===== src/rtl/bcd_display_scan_if.sv =====
// Interface between the BCD count source and the 7-segment scan driver.
// The master drives the count, DP enables and blank, and the slave drives the pins.
interface bcd_display_scan_if;
  logic [15:0] cntr_in;
  logic [3:0]  dp_sel;
  logic        blank;
  logic [3:0]  an;
  logic [6:0]  seg;
  logic        dp;

  modport master (output cntr_in, dp_sel, blank, input an, seg, dp);
  modport slave  (input cntr_in, dp_sel, blank, output an, seg, dp);
endinterface


===== src/rtl/bcd_display_scan.sv =====
// Time-multiplexed driver for a 4-digit common-anode 7-segment display fed by a BCD count.
// Optional macro LEADING_ZERO_BLANK_EN suppresses leading zeros of the snapshot (digit 0 always shown).
module bcd_display_scan #(
  parameter int SCAN_DIV = 100000,
  parameter int PW       = 17
) (
  input logic              clk,
  input logic              rst,
  bcd_display_scan_if.slave bus
);

  localparam logic [PW-1:0] PRE_LAST = PW'(SCAN_DIV - 1);

  // Active-low segment patterns {g,f,e,d,c,b,a}; non-BCD codes render as a dash.
  function automatic logic [6:0] seg_decode(input logic [3:0] d);
    logic [6:0] s;
    case (d)
      4'd0:    s = 7'h40;
      4'd1:    s = 7'h79;
      4'd2:    s = 7'h24;
      4'd3:    s = 7'h30;
      4'd4:    s = 7'h19;
      4'd5:    s = 7'h12;
      4'd6:    s = 7'h02;
      4'd7:    s = 7'h78;
      4'd8:    s = 7'h00;
      4'd9:    s = 7'h10;
      default: s = 7'h3F;
    endcase
    return s;
  endfunction

  logic [PW-1:0] pre_p0;
  logic [1:0]    idx_p0;
  logic [15:0]   snap_p0;
  logic          tick_p0;

  logic [3:0]    digit_p0;
  logic          lz_p0;
  logic          dark_p0;
  logic [3:0]    an_nx;
  logic [6:0]    seg_nx;
  logic          dp_nx;

  logic [3:0]    an_p1;
  logic [6:0]    seg_p1;
  logic          dp_p1;

  assign tick_p0 = (pre_p0 == PRE_LAST);

  // Stage p0: prescaler, slot index and frame snapshot
  always_ff @(posedge clk) begin
    if (rst) begin
      pre_p0  <= '0;
      idx_p0  <= 2'd0;
      snap_p0 <= 16'h0000;
    end else if (tick_p0) begin
      pre_p0 <= '0;
      idx_p0 <= idx_p0 + 2'd1;
      // Load on the 3->0 wrap so a whole frame shows one consistent count
      if (idx_p0 == 2'd3) snap_p0 <= bus.cntr_in;
    end else begin
      pre_p0 <= pre_p0 + 1'b1;
    end
  end

  assign digit_p0 = snap_p0[{idx_p0, 2'b00} +: 4];

`ifdef LEADING_ZERO_BLANK_EN
  always_comb begin
    lz_p0 = 1'b0;
    case (idx_p0)
      2'd3:    lz_p0 = (snap_p0[15:12] == 4'd0);
      2'd2:    lz_p0 = (snap_p0[15:8]  == 8'd0);
      2'd1:    lz_p0 = (snap_p0[15:4]  == 12'd0);
      default: lz_p0 = 1'b0;
    endcase
  end
`else
  assign lz_p0 = 1'b0;
`endif

  always_comb begin
    dark_p0 = bus.blank | lz_p0;
    an_nx   = 4'b1111;
    seg_nx  = 7'h7F;
    dp_nx   = 1'b1;
    if (!dark_p0) begin
      an_nx  = ~(4'b0001 << idx_p0);
      seg_nx = seg_decode(digit_p0);
      dp_nx  = ~bus.dp_sel[idx_p0];
    end
  end

  // Stage p1: registered pin drivers, dark out of reset
  always_ff @(posedge clk) begin
    if (rst) begin
      an_p1  <= 4'b1111;
      seg_p1 <= 7'h7F;
      dp_p1  <= 1'b1;
    end else begin
      an_p1  <= an_nx;
      seg_p1 <= seg_nx;
      dp_p1  <= dp_nx;
    end
  end

  assign bus.an  = an_p1;
  assign bus.seg = seg_p1;
  assign bus.dp  = dp_p1;

endmodule

===== src/flat_wrapper.sv =====
// flat-port wrapper written by rule: the top's interface ports become plain ports
module bcd_display_scan_flat 
#(
  parameter int SCAN_DIV = 100000,
  parameter int PW       = 17
)
  (clk, rst, bus_cntr_in, bus_dp_sel, bus_blank, bus_an, bus_seg, bus_dp);
  bcd_display_scan_if bus_i ();
  input logic clk;
  input logic rst;
  input wire logic [$bits(bus_i.cntr_in)-1:0] bus_cntr_in;
  input wire logic [$bits(bus_i.dp_sel)-1:0] bus_dp_sel;
  input wire logic [$bits(bus_i.blank)-1:0] bus_blank;
  output wire logic [$bits(bus_i.an)-1:0] bus_an;
  output wire logic [$bits(bus_i.seg)-1:0] bus_seg;
  output wire logic [$bits(bus_i.dp)-1:0] bus_dp;
  assign bus_i.cntr_in = bus_cntr_in;
  assign bus_i.dp_sel = bus_dp_sel;
  assign bus_i.blank = bus_blank;
  assign bus_an = bus_i.an;
  assign bus_seg = bus_i.seg;
  assign bus_dp = bus_i.dp;
  bcd_display_scan #(.SCAN_DIV(SCAN_DIV), .PW(PW)) u_core (.clk(clk), .rst(rst), .bus(bus_i));
endmodule

===== config.mk =====
export PLATFORM = sky130hd
export DESIGN_NAME = bcd_display_scan_flat
export DESIGN_NICKNAME = d
export VERILOG_FILES = /design/src/rtl/bcd_display_scan_if.sv /design/src/rtl/bcd_display_scan.sv /design/src/flat_wrapper.sv
export SDC_FILE = /design/constraint.sdc
export NUM_CORES = 1
export LEC_CHECK = 0
export ABC_AREA = 1
export BUFFER_PORTS_ARGS = -buffer_cell sky130_fd_sc_hd__buf_2
export CORE_UTILIZATION = 50
export CTS_CLUSTER_SIZE = 14
export DETAILED_ROUTE_END_ITERATION = 7
export PLACE_DENSITY = 0.8
export SYNTH_ARGS = -nofsm -noshare
export SYNTH_HDL_FRONTEND = slang
export SYNTH_SLANG_ARGS = --single-unit

===== constraint.sdc =====
create_clock -name clk -period 1.82 [get_ports clk]
set_input_delay 0.091 -clock clk [delete_from_list [all_inputs] [get_ports clk]]
set_output_delay 0.091 -clock clk [all_outputs]
set_load 0.005 [all_outputs]

**Word-level counts from Yosys, hierarchy flattened**

Memories as Yosys holds them, arrays and structs flattened. A register that Yosys moved wholly into a read port is not among the register bits.
Cells that the tools add are included.

- Memories: 1
- Bits in registers: 40
- Input bits: 23
- Bits in read-only memories: 112
- Word-level logic and storage cells: 20
- Output and inout port bits: 12

- Equality and inequality tests: 2
- Reductions and logical operators: 3
- Order comparisons: 1
- Mux-type cells: 2
- Add/sub/neg operators: 2
- Bitwise logic cells: 2
- Shifts and indexed selects: 2

Memory list:

| name | depth | width | rd ports | clocked after memory_dff | wr ports | line | source |
|---|---|---|---|---|---|---|---|
| (name not given) | 16 | 7 | 1 | 1 | 0 | bcd_display_scan.sv:17 | `case (d)` |

Operator list:

| cell | count |
|---|---|
| adder 17 x 1 -> 17 bit, second input constant | 1 |
| == test 17 bit, second input constant | 1 |
| variable part select 16 x 5 -> 4 bit | 1 |
| inverter 4 bit | 1 |
| OR reduction 2 bit | 2 |
| << shifter 1 x 2 -> 4 bit, first input constant | 1 |
| < comparator 2 x 3 -> 1 bit, second input constant | 1 |
| adder 2 x 1 -> 2 bit, second input constant | 1 |
| binary-select mux 1 bit (select 2 bit) | 1 |
| == test 2 bit, second input constant | 1 |
| AND reduction 2 bit | 1 |
| two-way mux 1 bit | 1 |
| inverter 1 bit | 1 |

**Logic depth before layout (Yosys ltp)**

Gate-level depths: netlist (run 1).

- Depth after elaboration: 3
- Mapped depth: 10
- Depth with buffers taken out: 10

**Worst setup path before layout (run 1)**

No wires, ideal clock.

- Path kind: reg2reg
- From: register u_core.idx_p0[1]
- To: register u_core.snap_p0[1]
- Arrival time: 1.390 ns
- Period minus slack after synthesis: 1.500 ns
- Slack: 0.320 ns
- Setup time: 0.110 ns
- Stages on the path, launching flop included: 7
- Cells stage by stage: dfxtp_1 -> ha_1 -> clkbuf_1 -> clkbuf_1 -> nand4_1 -> nand2_1 -> nor2_1

- Longest elaborated chain between the ends: 2

RTL lines:

| item | line | source |
|---|---|---|
| start: declaration | bcd_display_scan.sv:34 | `logic [1:0] idx_p0;` |
| start signal: assignment | bcd_display_scan.sv:59 | `idx_p0 <= idx_p0 + 2'd1;` |
| == test 2 bit | bcd_display_scan.sv:61 | `if (idx_p0 == 2'd3) snap_p0 <= bus.cntr_in;` |
| AND reduction 2 bit (no line) | -- |  |
| end signal: assignment | bcd_display_scan.sv:61 |  |
| end: declaration | bcd_display_scan.sv:35 | `logic [15:0] snap_p0;` |

No other way between the ends.
A chain may end at the register's enable or synchronous reset.

**Worst setup path in the final report (run 1)**

- From: register u_core.idx_p0[1]
- To: register u_core.seg_p1[0], in the netlist u_core.bus.seg[0]

- Longest elaborated chain between the ends: 1

RTL lines:

| item | line | source |
|---|---|---|
| variable part select 16 x 5 -> 4 bit | bcd_display_scan.sv:67 | `assign digit_p0 = snap_p0[{idx_p0, 2'b00} +: 4];` |
| end: declaration | bcd_display_scan.sv:46 | `logic [6:0] seg_p1;` |

No other way between the ends.

==> run summary, run 1 <==
Kind of launch point of the worst setup path = register
Final Hold Fails = 0
Placed wire-length estimate = 3570 µm
CTS buffer count = 5
Number of vias after detailed routing = 2166
Cells after synthesis = 352
Post-synthesis cell area = 0.00242 mm²
Category of cells accounting for the largest share of critical-path delay = flip-flops
Post-CTS repair timing setup buffer count = 0
Number of buffer and inverter instances along the worst setup path = 3
Worst setup slack for register-to-register paths = 220 ps
Crit end category = register
Cell area reported after detailed placement = 0.00268 mm²
Classification of the worst setup path = register to register
Later-pin clock latency in the skew report = 310 ps
Fin area = 0.00282 mm²
DR vias/cell = 4.85
Synth warn = 0
Number of library cell types mapped by synthesis = 31
Fin Clk Skew = 12.9 ps
Routed Wire Length = 4790 µm
First-pass iteration count of the detailed router = 4
Worst endpoint required time = 2020 ps
Die Width = 71.6 µm
Fraction of final layout cells with drive strength greater than 1 = 17.0%
Crit path max fanout = 7
Ant diodes = 0
Area growth from synthesis to final layout = 16.5%
Wire length of the first global-routing pass = 8410 µm
Total negative slack = 0 ps
Post-Synthesis Mean Instance Area = 6.87 µm²
Yosys top cell area share = 38.9%
TritonCTS clock tree = done
Transition at the pin with the smallest max-transition slack = 303 ps
Ranking of synthesized cells by instance count = sky130_fd_sc_hd__nand2_1 (91), sky130_fd_sc_hd__inv_1 (67), sky130_fd_sc_hd__dfxtp_1 (47), sky130_fd_sc_hd__nor2_1 (47), sky130_fd_sc_hd__nand4_1 (18)
Max VDD drop = 534 µV
Startpoint of the lowest-slack hold path = bus_cntr_in[5]
Initial standard-cell utilization of the core = 53.7%
Via count of the first global-routing pass = 1976
DRT antenna net count = 0
Die outline height = 71.6 µm
Clock-pin slew reported for the worst setup and hold paths after clock tree synthesis = 90 ps
Crit path max-delay cell type = sky130_fd_sc_hd__dfxtp_1
Number of H-tree levels = 2
Ordered list of cells on the worst path = inv_1, a21oi_1, o21ai_0, nand2_1, inv_1, ha_1, inv_1, nand2_1, o211ai_1, nand2_1
Placeable core region = 0.00450 mm²
Max-cap violations = 0
Crit path largest cell delay = 360 ps
Pin count of the biggest net entering global routing = 19
Weighted congestion at the end of routability-driven global placement = 0.927
Count of buffers from port buffering = 34
Type of the tightest min-delay check = primary input to register
Clock Sinks = 47
Number of stages on the worst hold path = 5
Count of state elements after synthesis = 47
Final core utilization = 62.5%
Endpoint of the worst hold-timing path = u_core.snap_p0[5]
Total setup violations reported at the end of the flow = 0
DR WL/cell = 10.7 µm
Largest cells by area after synthesis = sky130_fd_sc_hd__dfxtp_1 (39%), sky130_fd_sc_hd__nand2_1 (14%), sky130_fd_sc_hd__inv_1 (10%)
Pwr per Cell Area = 720 mW/mm²
Primary flip-flop cell chosen by synthesis mapping = sky130_fd_sc_hd__dfxtp_1
Sequential fraction of the synthesis area = 38.9%
Total congestion overflow after global routing = 0
Setup repair after global routing missed its margin = no
Io pins = 35
Max Root-Sink Buffers = 2
Reg2Reg Depth = 10
Leading cell type by number of instances after synthesis = sky130_fd_sc_hd__nand2_1
Number of cell rows = 24
Fin Hold WS = 90.9 ps
Max Clk Rate = 625 MHz
Die area = 0.00512 mm²
Number of cells on the critical path = 10
Endpoint of the lowest-slack register-to-register path = u_core.bus.seg[0]
Post-synth EDFFs = 0
Endpoint arrival time on the critical path = 1800 ps
GRT Resource Usage Total = 20.8%
Final period utilization = 87.9%
Leakage Power = 1.34 nW
Root buffer selected by CTS = sky130_fd_sc_hd__clkbuf_8
Launch instance of the worst register-to-register path = u_core.idx_p0[1]
Number of antenna violations at the first check in global routing = 0
Slew Viols, Final = 0
CP startpoint = u_core.idx_p0[1]
Max-slew headroom at the worst pin = 79.8%
Final period demand of the worst path = 1600 ps
Non-filler cells, final = 447
Async set-or-reset flop fraction in the synthesized netlist = 0%
Post-route DRC = 0
Post-synth top area cell = sky130_fd_sc_hd__dfxtp_1
Inst Count DP = 439
Result of the run = complete, no violations
Fin nets = 428
Number of DRC markers in iteration 0 = 143
Mapped Nets = 386
## sequential cells by signal (all words and copies together) (netlist names)
signal          cells
u_core.bus.an       4
u_core.bus.dp       1
u_core.idx_p0       2
u_core.bus.seg      7
u_core.snap_p0     16
u_core.pre_p0      17
## through the flow
step	setup slack, ps	total power, mW
floorplan	320	1.12
global placement	241	1.16
detailed placement	118	1.16
CTS	71.7	2.05
global route	52.5	2.09
finish	221	2.03
## worst min-delay path: stages
cell	delay (ps)
sky130_fd_sc_hd__buf_2	70
sky130_fd_sc_hd__inv_1	30
sky130_fd_sc_hd__nand4_1	70
sky130_fd_sc_hd__nand2_1	40
sky130_fd_sc_hd__nor2_1	70
## what timing repair did
| item | in CTS | in global routing |
|---|---|---|
| endpoints found under the setup margin | 0 | 8 |
| hold buffers | 0 | 0 |
| resized for setup | 0 | 2 |
## how the worst max path moves through the flow
stage	end	slack [ps]
final	u_core.bus.seg[0]	220
after global routing	u_core.bus.seg[5]	50
after CTS	u_core.bus.seg[5]	70
after detailed placement	u_core.bus.seg[5]	120
after global placement	u_core.bus.seg[0]	240
after floorplan	u_core.snap_p0[1]	320
## per-layer routing
layer / wire [µm] / vias up / GRT usage (%) / part of all wire, %
met1: 2370 / 951 / 26.2 / 49
li1: - / 1159 / - / -
met5: 0 / - / 0 / 0
met3: 139 / 14 / 3.66 / 2.9
met2: 2150 / 42 / 33.9 / 45
met4: 137 / 0 / 11.5 / 2.9
## logic make-up after synthesis
| family | Yosys count | synth area share, % |
|---|---|---|
| buffers and inverters | 81 | 13.1 |
| XOR/XNOR | 7 | 2.53 |
| adder cells (fa/ha/maj) | 11 | 5.69 |
| flip-flops | 47 | 38.9 |
| AND/OR/NAND/NOR | 184 | 34.5 |
| AO/OA/AOI/OAI | 22 | 5.28 |
## where the power goes
part / internal (mW) / switching, mW
Combinational: 0.0412 / 0.0471
Clock: 0.549 / 0.343
Sequential: 1.04 / 0.00601
Total: 1.63 / 0.396
## area by class of cell
cell class / instances / area, µm²
clock buffers: 6 / 72.6
well taps: 52 / 65.1
inverters: 73 / 274
repair buffers: 43 / 238
clock inverters: 2 / 60.1
fillers: 402 / 1690
flip-flops and latches: 47 / 942
multi-input cells: 224 / 1160
## placed cells by master (no fill, tap or decap), drive strengths merged, types with 5 or more instances in the layout
master	instances
a21oi	9
buf	43
clkbuf	6
dfxtp	47
ha	11
inv	72
nand2	94
nand3	17
nand4	18
nor2	49
o21ai	7
xor2	5
(Power assumes the default switching activity.)
==> run 2: changes to the inputs <==
- PLACE_DENSITY: 0.8 -> 0.71
- SKIP_LAST_GASP: unset -> 1
==> run 2 against run 1 <==
Against the previous run:
- utilization is 1.1 points lower
- highest routed layer unchanged
- count of clock-buffer cells in the layout did not move
- largest power group unchanged
- register-to-register slack about the same
==> run summary, run 2 (synthesized netlist as in run 1, its figures left out) <==
Worst endpoint required time = 2030 ps
Startpoint of the lowest-slack hold path = bus_cntr_in[2]
Final period utilization = 87.4%
Routed Wire Length = 4620 µm
Kind of launch point of the worst setup path = register
Most frequent standard cell in the layout excluding fill and tap cells = sky130_fd_sc_hd__nand2_1
TritonCTS clock tree = done
Total congestion overflow after global routing = 0
Classification of the worst setup path = register to register
Endpoint arrival time on the critical path = 1800 ps
Placed wire-length estimate = 3350 µm
Slew Viols, Final = 0
Inst Count DP = 439
Fin Hold WS = 103 ps
Leakage Power = 1.32 nW
Endpoint of the lowest-slack register-to-register path = u_core.pre_p0[16]
Power share of the clock group = 36.1%
Number of stages on the worst hold path = 5
Share of total power consumed by net switching = 22.2%
Sequential fraction of design power = 59.0%
DRT antenna net count = 0
Ant diodes = 0
Number of H-tree levels = 2
Fin nets = 428
Crit path max fanout = 17
First-pass iteration count of the detailed router = 6
Reg2Reg Depth = 10
Result of the run = complete, no violations
Clock-pin slew reported for the worst setup and hold paths after clock tree synthesis = 80 ps
Number of antenna violations at the first check in global routing = 0
Max Clk Rate = 629 MHz
Total setup violations reported at the end of the flow = 0
Max-slew headroom at the worst pin = 77.7%
Die area = 0.00512 mm²
Worst setup slack for register-to-register paths = 230 ps
GRT Resource Usage Total = 20.5%
Pwr per Cell Area = 642 mW/mm²
Fin Clk Skew = 2.86 ps
Final Hold Fails = 0
Type of the tightest min-delay check = primary input to register
Die outline height = 71.6 µm
Part of the power in combinational logic = 4.9%
Number of cell rows = 24
Pin count of the biggest net entering global routing = 19
Endpoint of the worst hold-timing path = u_core.snap_p0[2]
Max reg flops = 17
Via count of the first global-routing pass = 1935
Fillers = 423
Die Width = 71.6 µm
CTS-repair resized insts = 0
Wire length of the first global-routing pass = 8160 µm
Max-cap violations = 0
Clock Sinks = 47
Total of hold buffers inserted after clock tree synthesis = 0
Net load switching power = 0.393 mW
Max VDD drop = 347 µV
Number of DRC markers in iteration 0 = 146
Fraction of final layout cells with drive strength greater than 1 = 16.8%
Most flops, register = u_core.pre_p0
Internal Pwr Total = 1.38 mW
Post-route DRC = 0
Final period demand of the worst path = 1590 ps
Area growth from synthesis to final layout = 14.3%
Placeable core region = 0.00450 mm²
Non-filler cells, final = 446
Transition at the pin with the smallest max-transition slack = 334 ps
Total negative slack = 0 ps
Launch instance of the worst register-to-register path = u_core.pre_p0[0]
Max Root-Sink Buffers = 2
Setup repair after global routing missed its margin = no
Number of vias after detailed routing = 2102
Io pins = 35
Weighted congestion at the end of routability-driven global placement = 0.853
Total Power = 1.77 mW
DR vias/cell = 4.71
Count of buffers from port buffering = 34
DR WL/cell = 10.4 µm
CTS buffer count = 5
Crit end category = register
Later-pin clock latency in the skew report = 300 ps
Initial standard-cell utilization of the core = 53.7%
Post-CTS repair timing setup buffer count = 0
Most frequent cells in the layout = sky130_fd_sc_hd__nand2_1 (91), sky130_fd_sc_hd__inv_1 (67), sky130_fd_sc_hd__nor2_1 (47), sky130_fd_sc_hd__dfxtp_1 (47), sky130_fd_sc_hd__buf_2 (34)
Root buffer selected by CTS = sky130_fd_sc_hd__clkbuf_8
run 2: final cells by class:
cell class                      count  area, µm²  share of cell area, %
Clock buffer                        6       82.6                   2.99
Clock inverter                      1       5.00                  0.181
Inverter                           73        274                   9.91
Multi-Input combinational cell    224       1160                   41.9
Sequential cell                    47        941                   34.0
Tap cell                           52       65.1                   2.35
Timing Repair Buffer               43        238                   8.60
run 2: metrics by stage:
step	utilization [%]	area, µm²	worst slack, ps
2_1_floorplan	-	2420	320
3_3_place_gp	59.4	2680	269
3_5_place_dp	59.4	2680	234
4_1_cts	61.4	2770	220
5_1_grt	61.4	2770	31.0
6_report	61.4	2770	229
run 2: critical path: stages (launching register included):
cell	delay, ps
sky130_fd_sc_hd__dfxtp_1	360
sky130_fd_sc_hd__ha_1	220
sky130_fd_sc_hd__nand3_2	130
sky130_fd_sc_hd__inv_2	80
sky130_fd_sc_hd__nand2_2	80
sky130_fd_sc_hd__nor2_8	120
sky130_fd_sc_hd__nand2_2	80
sky130_fd_sc_hd__nand2_2	270
sky130_fd_sc_hd__inv_1	70
sky130_fd_sc_hd__nand2_1	60
sky130_fd_sc_hd__inv_1	30
run 2: routing by layer:
metal  wire, µm  vias to the layer above  global-route usage, %
met5          0                        -                      0
met4         72                        0                   8.28
met3        258                        7                   5.49
met2       1970                       55                   33.2
met1       2320                      889                   26.0
li1           -                     1151                      -
run 2: worst max path at each step:
stage                      from                end  cells past startpoint
2_1_floorplan  u_core.idx_p0[1]  u_core.snap_p0[1]                      6
6_report       u_core.pre_p0[0]  u_core.pre_p0[16]                     10
3_5_place_dp   u_core.pre_p0[0]  u_core.pre_p0[16]                     10
4_1_cts        u_core.pre_p0[0]  u_core.pre_p0[16]                     10
3_3_place_gp   u_core.pre_p0[0]  u_core.pre_p0[16]                     10
5_1_grt        u_core.idx_p0[0]  u_core.bus.seg[3]                     10
run 2: power groups by stage:
stage / Clock, mW / Combinational (mW) / Sequential [mW]
floorplan: 0 / 0.0425 / 1.07
global placement: 0 / 0.0855 / 1.07
detailed placement: 0 / 0.0873 / 1.07
CTS: 0.662 / 0.0875 / 1.05
global route: 0.693 / 0.0992 / 1.05
finish: 0.641 / 0.0861 / 1.05
